$ cat src/rtl/wled_stream.sv
// wled_stream: WS2812/SK6812 strip driver.
//
// Captures per-LED green/red/blue/white enable bits and a brightness level
// once per frame. Each LED becomes a 24-bit (GRB or RGB) or 32-bit (+white)
// word, sent MSB first with WS281x pulse-width timing. A data-low latch gap
// follows every frame.
//
// Ports:
//   clk        system clock
//   rst_n      synchronous active-low reset
//   enable     1 = stream frames back to back; 0 = park in latch after the frame
//   level      brightness byte sent for every enabled channel
//   green/red/blue/white  per-LED channel enables (white ignored when RGBW=0)
//   data       strip serial data
//   busy       high for every cycle in which pixel bits are being sent
//   frame_done one-cycle pulse on the first latch cycle after a frame
module wled_stream #(
  parameter int CLK_MHZ     = 27,
  parameter int NUM_LEDS    = 1,
  parameter int COLOR_ORDER = 0,
  parameter int RGBW        = 0,
  parameter int T0H_NS      = 400,
  parameter int T1H_NS      = 800,
  parameter int TBIT_NS     = 1250,
  parameter int RESET_US    = 60
) (
  input  logic                clk,
  input  logic                rst_n,
  input  logic                enable,
  input  logic [7:0]          level,
  input  logic [NUM_LEDS-1:0] green,
  input  logic [NUM_LEDS-1:0] red,
  input  logic [NUM_LEDS-1:0] blue,
  input  logic [NUM_LEDS-1:0] white,
  output logic                data,
  output logic                busy,
  output logic                frame_done
);

  localparam int T0H_CYC  = CLK_MHZ * T0H_NS / 1000;
  localparam int T1H_CYC  = CLK_MHZ * T1H_NS / 1000;
  localparam int TBIT_CYC = CLK_MHZ * TBIT_NS / 1000;
  localparam int RST_CYC  = CLK_MHZ * RESET_US;
  localparam int BPL      = 24 + 8 * RGBW;

  localparam int LAT_W = (RST_CYC > 1) ? $clog2(RST_CYC) : 1;
  localparam int BC_W  = (TBIT_CYC > 1) ? $clog2(TBIT_CYC) : 1;
  localparam int BI_W  = $clog2(BPL);
  localparam int LED_W = (NUM_LEDS > 1) ? $clog2(NUM_LEDS) : 1;

  localparam logic [LAT_W-1:0] LAT_LAST  = LAT_W'(RST_CYC - 1);
  localparam logic [BC_W-1:0]  TBIT_LAST = BC_W'(TBIT_CYC - 1);
  localparam logic [BC_W-1:0]  T0H_LEN   = BC_W'(T0H_CYC);
  localparam logic [BC_W-1:0]  T1H_LEN   = BC_W'(T1H_CYC);
  localparam logic [BI_W-1:0]  BIT_FIRST = BI_W'(BPL - 1);
  localparam logic [LED_W-1:0] LED_LAST  = LED_W'(NUM_LEDS - 1);

  generate
    if (T1H_CYC >= TBIT_CYC || T0H_CYC == 0) begin : g_bad_timing
      $error("wled_stream: timing needs T0H_CYC > 0 and T1H_CYC < TBIT_CYC");
    end
  endgenerate

  typedef enum logic {LATCH = 1'b0, SEND = 1'b1} state_t;

  state_t              state_q, state_d;
  logic [LAT_W-1:0]    lat_cnt_q, lat_cnt_d;
  logic [BC_W-1:0]     bit_cyc_q, bit_cyc_d;
  logic [BI_W-1:0]     bit_idx_q, bit_idx_d;
  logic [LED_W-1:0]    led_q, led_d;
  logic [LED_W-1:0]    led_nxt;
  logic [BPL-1:0]      word_q, word_d;
  logic [NUM_LEDS-1:0] g_q, g_d, r_q, r_d, b_q, b_d, w_q, w_d;
  logic [7:0]          lvl_q, lvl_d;
  logic                done_q, done_d;
  logic [BC_W-1:0]     high_len;

  // Builds one LED's wire word: colour bytes in wire order, then white.
  // The 32-bit staging word is shifted down so a 24-bit build drops the
  // (always zero) white byte.
  function automatic logic [BPL-1:0] compose(input logic g, input logic r,
                                             input logic b, input logic w,
                                             input logic [7:0] lv);
    logic [7:0]  gb, rb, bb, wb;
    logic [31:0] full;
    gb   = g ? lv : 8'h00;
    rb   = r ? lv : 8'h00;
    bb   = b ? lv : 8'h00;
    wb   = (RGBW != 0 && w) ? lv : 8'h00;
    full = (COLOR_ORDER == 0) ? {gb, rb, bb, wb} : {rb, gb, bb, wb};
    return BPL'(full >> (32 - BPL));
  endfunction

  always_ff @(posedge clk) begin
    if (!rst_n) begin
      state_q   <= LATCH;
      lat_cnt_q <= '0;
      bit_cyc_q <= '0;
      bit_idx_q <= '0;
      led_q     <= '0;
      word_q    <= '0;
      g_q       <= '0;
      r_q       <= '0;
      b_q       <= '0;
      w_q       <= '0;
      lvl_q     <= '0;
      done_q    <= 1'b0;
    end else begin
      state_q   <= state_d;
      lat_cnt_q <= lat_cnt_d;
      bit_cyc_q <= bit_cyc_d;
      bit_idx_q <= bit_idx_d;
      led_q     <= led_d;
      word_q    <= word_d;
      g_q       <= g_d;
      r_q       <= r_d;
      b_q       <= b_d;
      w_q       <= w_d;
      lvl_q     <= lvl_d;
      done_q    <= done_d;
    end
  end

  always_comb begin
    state_d   = state_q;
    lat_cnt_d = lat_cnt_q;
    bit_cyc_d = bit_cyc_q;
    bit_idx_d = bit_idx_q;
    led_d     = led_q;
    word_d    = word_q;
    g_d       = g_q;
    r_d       = r_q;
    b_d       = b_q;
    w_d       = w_q;
    lvl_d     = lvl_q;
    done_d    = 1'b0;
    led_nxt   = led_q + LED_W'(1);
    high_len  = word_q[BPL-1] ? T1H_LEN : T0H_LEN;

    // Outputs decode the current state directly so data rises on the very
    // first SEND cycle and drops on the cycle a reset is taken.
    busy       = (state_q == SEND);
    data       = (state_q == SEND) && (bit_cyc_q < high_len);
    frame_done = done_q;

    case (state_q)
      LATCH: begin
        if (lat_cnt_q == LAT_LAST) begin
          // Counter saturates here until enable is seen.
          if (enable) begin
            state_d   = SEND;
            g_d       = green;
            r_d       = red;
            b_d       = blue;
            w_d       = white;
            lvl_d     = level;
            // LED 0 is built from the live inputs since the snapshot
            // registers are only being loaded on this same edge.
            word_d    = compose(green[0], red[0], blue[0], white[0], level);
            bit_cyc_d = '0;
            bit_idx_d = BIT_FIRST;
            led_d     = '0;
          end
        end else begin
          lat_cnt_d = lat_cnt_q + LAT_W'(1);
        end
      end
      SEND: begin
        if (bit_cyc_q == TBIT_LAST) begin
          bit_cyc_d = '0;
          if (bit_idx_q == '0) begin
            bit_idx_d = BIT_FIRST;
            if (led_q == LED_LAST) begin
              state_d   = LATCH;
              lat_cnt_d = '0;
              led_d     = '0;
              done_d    = 1'b1;
            end else begin
              led_d  = led_nxt;
              word_d = compose(g_q[led_nxt], r_q[led_nxt], b_q[led_nxt],
                               w_q[led_nxt], lvl_q);
            end
          end else begin
            bit_idx_d = bit_idx_q - BI_W'(1);
            word_d    = {word_q[BPL-2:0], 1'b0};
          end
        end else begin
          bit_cyc_d = bit_cyc_q + BC_W'(1);
        end
      end
      default: state_d = LATCH;
    endcase
  end

endmodule

$ cat config.mk
export PLATFORM = sky130hd
export DESIGN_NAME = wled_stream
export DESIGN_NICKNAME = d
export VERILOG_FILES = /design/src/rtl/wled_stream.sv
export SDC_FILE = /design/constraint.sdc
export NUM_CORES = 1
export LEC_CHECK = 0
export ABC_AREA = 1
export CORE_MARGIN = 10
export CORE_UTILIZATION = 64
export CTS_CLUSTER_SIZE = 28
export DETAILED_ROUTE_END_ITERATION = 16
export PLACE_DENSITY = 0.91
export SLEW_MARGIN = 20
export SYNTH_ARGS = -nofsm -noshare
export SYNTH_HDL_FRONTEND = slang
export SYNTH_SLANG_ARGS = --single-unit
$ cat constraint.sdc
create_clock -name clk -period 3.2 [get_ports clk]
set_input_delay 0.48 -clock clk [delete_from_list [all_inputs] [get_ports clk]]
set_output_delay 0.48 -clock clk [all_outputs]
set_load 0.03 [all_outputs]
---- Word level (Yosys, flattened, before mapping) ----
Index checks and enable logic that the tools add are counted.
Widths: inputs -> output; s select.
cells by class
  bitwise gates (word level) .............. 1
  equality and inequality tests ........... 9
  reduce and logical (&&, ||, !) cells .... 9
  order comparisons ....................... 2
  muxes and demuxes ....................... 43
  add/subtract/negate cells ............... 4
operator list
  kind                   number
  $mux 24                5
  $mux 8                 6
  $pmux 24 s2            1
  $mux 11                4
  $mux 5                 5
  $pmux 11 s2            1
  $mux 6                 3
  $reduce_and 4->1       4
  $mux 1                 14
  $pmux 6 s2             1
  $add 11x1->11 const B  1
  $eq 11x11->1 const B   1
  $pmux 5 s2             1
  $ne 2x2->1 const B     4
  $add 6x1->6 const B    1
  $eq 6x6->1 const B     1
  $lt 6x5->1             1
  $reduce_and 3->1       2
  $logic_not 5->1        1
  $sub 5x1->5 const B    1
  $ne 2x1->1 const B     2
  $pmux 1 s2             2
  $ne 3x3->1 const B     1
  $reduce_and 2->1       1
  other kinds (4)        4
word-level totals
  word-level logic and storage cells ...... 79
  output and inout bits ................... 3
  input bits .............................. 15
  flip-flop bits (word level) ............. 60

---- Depth between registers and ports, before layout ----
Gate-level depths: netlist of the first run.
  depth after elaboration ................. 8
  depth in mapped cells ................... 11
  gate-level depth less buffers ........... 10

---- Least setup slack after synthesis of the first run ----
Ideal clock, no wire load.
  kind .................................... register to output
  start point ............................. reg state_q (netlist: busy)
  end point ............................... out data
  arrival ................................. 1464 ps
  slack ................................... 1256 ps
  required time ........................... 2720 ps
  buffers on the path ..................... 2
  cell stages (with the launch flop) ...... 5
  path through ............................ dfxtp_1 buf_2 inv_2 buf_1 nor2_1
on the way
  longest elaborated chain between the ends .. 1
ends and longest elaborated chain
  item                    RTL line  RTL
  start, declared         66        state_t state_q, state_d;
  start signal, assigned  109       state_q <= state_d;
  $logic_and 1x1->1       143       data = (state_q == SEND) && (bit_cyc_q < high_len);
  end, declared           35        output logic data,
No other way between the ends.

---- Worst setup path after layout of the first run ----
  start point ............................. reg bit_cyc_q[1]
  end point ............................... out data
on the way
  longest elaborated chain between the ends .. 2
ends and longest elaborated chain
  item                    RTL line  RTL
  start, declared         68        logic [BC_W-1:0] bit_cyc_q, bit_cyc_d;
  start signal, assigned  111       bit_cyc_q <= bit_cyc_d;
  $lt 6x5->1              143
  $logic_and 1x1->1       143
No other way between the ends.

==> summary.md, run 1 <==
| Metric | Value |
|---|---|
| # rows | 25 |
| Initial Util | 0.664 |
| Pre-Repair DR Iteration Count | 5 |
| Clock root cell | clkbuf_8 |
| Post-route ant nets | 0 |
| RSZ-0062 raised after global routing | no |
| Startpoint types | register |
| Vias in the first global route | 2796 |
| Worst path slowest cell | clkdlybuf4s50_1 |
| Clk_skew | 0.00702 ns |
| Diode count | 0 |
| Core area | 4720 µm² |
| Critical path type | register to output port |
| Maxcap violations | 0 |
| Hold WS | 0.506 ns |
| Placed cells | 563 |
| Mapped Cells | 498 |
| Htree depth | 2 |
| Reg2Reg Launch Point | lat_cnt_q[0] |
| Power density over the cells | 363 nW/µm² |
| Skew-Pair Late Insertion Delay | 0.31 ns |
| Final wirelength | 7230 µm |
| CP max stage delay | 0.68 ns |
| Synth Warn # | 0 |
| Final worst setup slack | 0.545 ns |
| Fmax | 0.377 GHz |
| Via count | 3131 |
| Most frequent cells in the layout | nand2_1, nor2_1, nand3_1 |
| Worst endpoint required time | 2.72 ns |
| Run status | finished clean |
| Synthesized area | 3140 µm² |
| Final setup TNS | 0 ns |
| Buf/Inv on CP | 1 |
| VDD IR max | 0.283 mV |
| CP Launch Point | bit_cyc_q[1] |
| CP top delay family | buffers and inverters |
| Synth Register Bits | 56 |
| Post-synthesis sequential area ratio | 0.357 |
| Die height | 90.0 µm |
| LEAKAGE | 1.59 nW |
| Total Routing Usage GR | 0.177 |
| Starting DRT DRC Count | 219 |
| CTS Buf Count | 5 |
| Buffer count from post-CTS setup fixing | 0 |
| DIE AREA | 8100 µm² |
| Endpoints failing setup | 0 |
| Largest net degree at the start of global routing | 47 |
| First-pass GRT wire length | 12500 µm |
| Critical hold path startpoint | lat_cnt_q[0] |
| Drt drc | 0 |
| I/O Pins | 18 |
| Share of cells above drive strength 1 | 0.0575 |
| Hold bufs inserted after CTS | 0 |
| Longest Clk Path Bufs | 2 |
| Syn nets | 521 |
| Worst R2R Setup Slack | 1.01 ns |
| Layout Nets | 526 |
| Unique cell type count in the Yosys netlist | 30 |
| Hold Vio Cnt, Final | 0 |
| Final period utilization | 0.830 |
| WP data arrival | 2.18 ns |
| Die span in x | 90.0 µm |
| Gpl congestion | 0.880 |
| Reg clk slew, reported paths | 0.10 ns |
| CTS tree | done |
| Clock sink count | 56 |
| Critical path, cell by cell | ha_1 -> a21boi_0 -> nor2_1 -> o221ai_1 -> nor2_1 -> clkdlybuf4s50_1 |
| Grt ovf | 0 |
| Most Frequent Cell on Critical Path | nor2_1 |
| Crit path max fanout | 5 |
| Worst Hold Class | register to register |
| Initial antenna violation count | 0 |
| Vias/cell | 5.48 |
| Critical path endpoint category | output port |
| CTS resizes | 0 |
| Slew Limit Fails | 0 |
| Syn_area_per_cell | 6.30 µm² |
| Routed WL per cell | 12.7 µm |
| Post-DP HPWL | 4880 µm |
| Leading cell type in the layout, fill and taps excluded | nand2_1 |
| Area grow syn2layout | 8.54% |
| # port buffers | 16 |
| Place WS | 0.962 ns |
| Period minus WS final | 2.66 ns |
| Slew HR | 0.409 |
| Fin cells | 571 |
| Worst-Margin Slew | 0.879 ns |
[stage by stage]
stage,cell area [µm²],power [mW],util
global route,3400,1.28,0.721
CTS,3400,1.24,0.721
detailed placement,3300,0.788,0.698
global placement,3300,0.787,0.698
floorplan,3140,0.759,-
finish,3400,1.23,0.721
[layer usage]
metal / part of all wire / GRT usage
met4: 0.033 / 0.0875
met2: 0.46 / 0.283
met1: 0.43 / 0.223
met5: 0 / 0
met3: 0.073 / 0.0341
[area by class of cell]
type	count	area [µm²]
Tap cell	67	83.8
Sequential cell	56	1120
Multi-Input combinational cell	356	1660
Timing Repair Buffer	20	190
Clock inverter	2	35.0
Inverter	64	240
Fill cell	372	1320
Clock buffer	6	72.6
[path summary, 6_finish.rpt]
path         cells past startpoint      endpoint
max                              6          data
min                              1  lat_cnt_q[0]
max reg2reg                      9    word_q[16]
min reg2reg                      1  lat_cnt_q[0]
[flip-flops by register name, indices dropped and copies added (netlist names)]
register and count:
bit_idx_q 5, busy 1, lvl_q 5, r_q 1
b_q 1, frame_done 1, lat_cnt_q 11, bit_cyc_q 6
g_q 1, word_q 24
[where the power goes]
group	internal [mW]	switching [mW]	leakage, nW
logic	0.0299	0.0399	1.09
clock network	0.233	0.229	0.0552
registers	0.700	0.00298	0.451
total	0.962	0.272	1.59
[synth_stat cells (all sizes together)]
| master | instances | area [µm²] |
|---|---|---|
| nand3 | 70 | 373 |
| inv | 61 | 229 |
| dfxtp | 56 | 1120 |
| xor2 | 1 | 8.76 |
| o21ai | 32 | 160 |
| ha | 8 | 100 |
| a21boi | 1 | 7.51 |
| a21oi | 22 | 121 |
| xnor2 | 1 | 8.76 |
| nor2 | 96 | 375 |
| clkbuf | 11 | 42.5 |
| clkinv | 3 | 11.3 |
| nand4 | 4 | 25.0 |
| or2 | 2 | 12.5 |
| o221ai | 1 | 8.76 |
| nand2 | 112 | 430 |
| nor3 | 6 | 30.0 |
| buf | 11 | 71.3 |
[logic make-up (layout without fill, tap and decap cells)]
group / count (synthesis) / after routing / synth area share
xor gates and xnor gates: 2 / 2 / 0.00559
buffers and inverters: 86 / 92 / 0.113
and+or+nand+nor: 290 / 290 / 0.397
adders and majority gates: 8 / 8 / 0.0319
AOI/OAI and AO/OA: 56 / 56 / 0.0949
DFF: 56 / 56 / 0.357
Note: power is estimated with default switching activity, not from simulation.
==> run 2: changes to the inputs <==
--- a/config.mk
+++ b/config.mk
@@ -7,10 +7,10 @@
 export LEC_CHECK = 0
 export ABC_AREA = 1
 export CORE_MARGIN = 10
-export CORE_UTILIZATION = 64
+export CORE_UTILIZATION = 59
 export CTS_CLUSTER_SIZE = 28
 export DETAILED_ROUTE_END_ITERATION = 16
-export PLACE_DENSITY = 0.91
+export PLACE_DENSITY = 0.85
 export SLEW_MARGIN = 20
 export SYNTH_ARGS = -nofsm -noshare
 export SYNTH_HDL_FRONTEND = slang
==> constraint.sdc (replaced) <==
create_clock -name clk -period 2.5 [get_ports clk]
set_input_delay 0.375 -clock clk [delete_from_list [all_inputs] [get_ports clk]]
set_output_delay 0.375 -clock clk [all_outputs]
set_load 0.03 [all_outputs]
==> run 2 against run 1 <==
  * Hold slack gained 0.012 ns
  * Register-to-register slack lost 0.68 ns
  * Cell count grew 0.70%
  * Critical path type is now register to register
==> summary.md, run 2 (synthesized netlist as in run 1, its figures left out) <==
| Metric | Value |
|---|---|
| Run status | finished clean |
| Final period utilization | 0.868 |
| Via count | 3079 |
| First-pass GRT wire length | 12500 µm |
| Placed cells | 567 |
| Top reg by flops | word_q |
| Diode count | 0 |
| Maxcap violations | 0 |
| Leading cell type in the layout, fill and taps excluded | nand2_1 |
| DIE AREA | 8630 µm² |
| Clock root cell | clkbuf_8 |
| Htree depth | 2 |
| Initial Util | 0.610 |
| Net Sw Frac | 0.226 |
| Power, Total | 1.60 mW |
| Placed inst area | 3310 µm² |
| Critical path endpoint category | register |
| # rows | 26 |
| Gpl congestion | 0.858 |
| Initial antenna violation count | 0 |
| VDD IR max | 0.356 mV |
| Area grow syn2layout | 9.09% |
| Worst Hold Class | register to register |
| CP max stage delay | 0.44 ns |
| M1 wire length | 3220 µm |
| Endpoints failing setup | 0 |
| Max reg flops | 24 |
| Clock share of power | 0.380 |
| Routed length on met3 | 462 µm |
| Most frequent cells in the layout | nand2_1, nor2_1, nand3_1 |
| Largest regs | word_q x24, lat_cnt_q x11, bit_cyc_q x6 |
| Die height | 92.9 µm |
| Post-route ant nets | 0 |
| Comb power frac | 0.057 |
| Fmax | 0.461 GHz |
| Post-DP HPWL | 5040 µm |
| Vias in the first global route | 2817 |
| Most Frequent Cell on Critical Path | nor2_1 |
| CTS tree | done |
| Largest net degree at the start of global routing | 47 |
| Critical path type | register to register |
| Fill cells | 479 |
| Die span in x | 92.9 µm |
| Reg clk slew, reported paths | 0.10 ns |
| Final setup TNS | 0 ns |
| Power density over the cells | 467 nW/µm² |
| Place WS | 0.367 ns |
| Clock sink count | 56 |
| RSZ-0062 raised after global routing | no |
| Slew HR | 0.652 |
| Layout Cell Area excl Fill | 3420 µm² |
| Sequential share of power | 0.563 |
| Layout Nets | 527 |
| Hold bufs inserted after CTS | 0 |
| Routed WL per cell | 12.5 µm |
| Hold WS | 0.517 ns |
| Share of cells above drive strength 1 | 0.0594 |
| Fin util | 0.666 |
| I/O Pins | 18 |
| Final worst setup slack | 0.330 ns |
| Final wirelength | 7190 µm |
| Drt drc | 0 |
| Top Layer Used | met4 |
| # port buffers | 16 |
| Startpoint types | register |
| Core area | 5140 µm² |
| Period minus WS final | 2.17 ns |
| Total Routing Usage GR | 0.169 |
| Slew Limit Fails | 0 |
| Fin cells | 575 |
| Starting DRT DRC Count | 200 |
| Worst endpoint required time | 2.71 ns |
| Crit path max fanout | 46 |
| WP data arrival | 2.38 ns |
| Net Switching | 0.361 mW |
| CTS Buf Count | 5 |
| Longest Clk Path Bufs | 2 |
| P_int | 1.24 mW |
| LEAKAGE | 1.62 nW |
| Clk_skew | 0.00526 ns |
| Worst path slowest cell | nand3_4 |
| Skew-Pair Late Insertion Delay | 0.31 ns |
| Grt ovf | 0 |
| Met2 wire length | 3400 µm |
| Worst-Margin Slew | 0.519 ns |
| Critical path, cell by cell | ha_1 -> nand2_1 -> nor2_2 -> nand3_1 -> nand2_2 -> nand3_4 -> nor2_1 -> nor2_1 |
| Hold Vio Cnt, Final | 0 |
| Vias/cell | 5.35 |
| Pre-Repair DR Iteration Count | 4 |
run 2: changes by cell type in the layout (fill, tap and decap cells not counted), sizes merged:
| cell | change |
|---|---|
| inv | +1 |
| clkdlybuf4s50 | -1 |
| dlymetal6s2s | +1 |
| buf | +1 |
| clkinv | -1 |
run 2: final cells by class:
class,count,area (µm²),share of cell area
clock buffers,6,72.6,0.0212
clock inverters,2,38.8,0.0113
inverters,64,240,0.0702
multi-input cells,356,1660,0.486
flip-flops and latches,56,1120,0.328
well taps,70,87.6,0.0256
repair buffers,21,200,0.0585
run 2: worst paths after layout:
check	from	end	slack [ns]	cells past startpoint
setup / recovery	lat_cnt_q[0]	word_q[9]	0.33	8
hold reg to reg	bit_idx_q[2]	bit_idx_q[2]	0.52	2
hold / removal	bit_idx_q[2]	bit_idx_q[2]	0.52	2
setup reg to reg	lat_cnt_q[0]	word_q[9]	0.33	8
run 2: worst max-delay path, delay by kind of cell (launching register included):
kind,cells,cell delay [ns]
simple gates,7,1.42
flops,1,0.41
fa+ha+maj,1,0.24
run 2: timing repair:
| item | CTS | global route |
|---|---|---|
| endpoints found under the setup margin | 0 | 1 |
| buffers inserted | 0 | 0 |
| resized for setup | 0 | 1 |
run 2: layer usage:
metal  GRT usage  vias to the layer above
li1            -                     1578
met1       0.212                     1388
met2       0.286                      100
met3      0.0315                       13
met4      0.0527                        0
met5           0                        -
run 2: power by group through the flow:
stage	sequential, mW	combinational [mW]	clock [mW]
final	0.900	0.0906	0.607
after detailed placement	0.920	0.0897	0
after floorplan	0.919	0.0524	0
after global placement	0.920	0.0884	0
after global routing	0.901	0.0997	0.650
after CTS	0.900	0.0903	0.622
==> run 3: changes to the inputs <==
--- a/config.mk
+++ b/config.mk
@@ -8,7 +8,7 @@
 export ABC_AREA = 1
 export CORE_MARGIN = 10
 export CORE_UTILIZATION = 59
-export CTS_CLUSTER_SIZE = 28
+export CTS_CLUSTER_SIZE = 12
 export DETAILED_ROUTE_END_ITERATION = 16
 export PLACE_DENSITY = 0.85
 export SLEW_MARGIN = 20
==> results of run 3 <==
No change in the layout: final DEF, timing and power equal those of run 2.
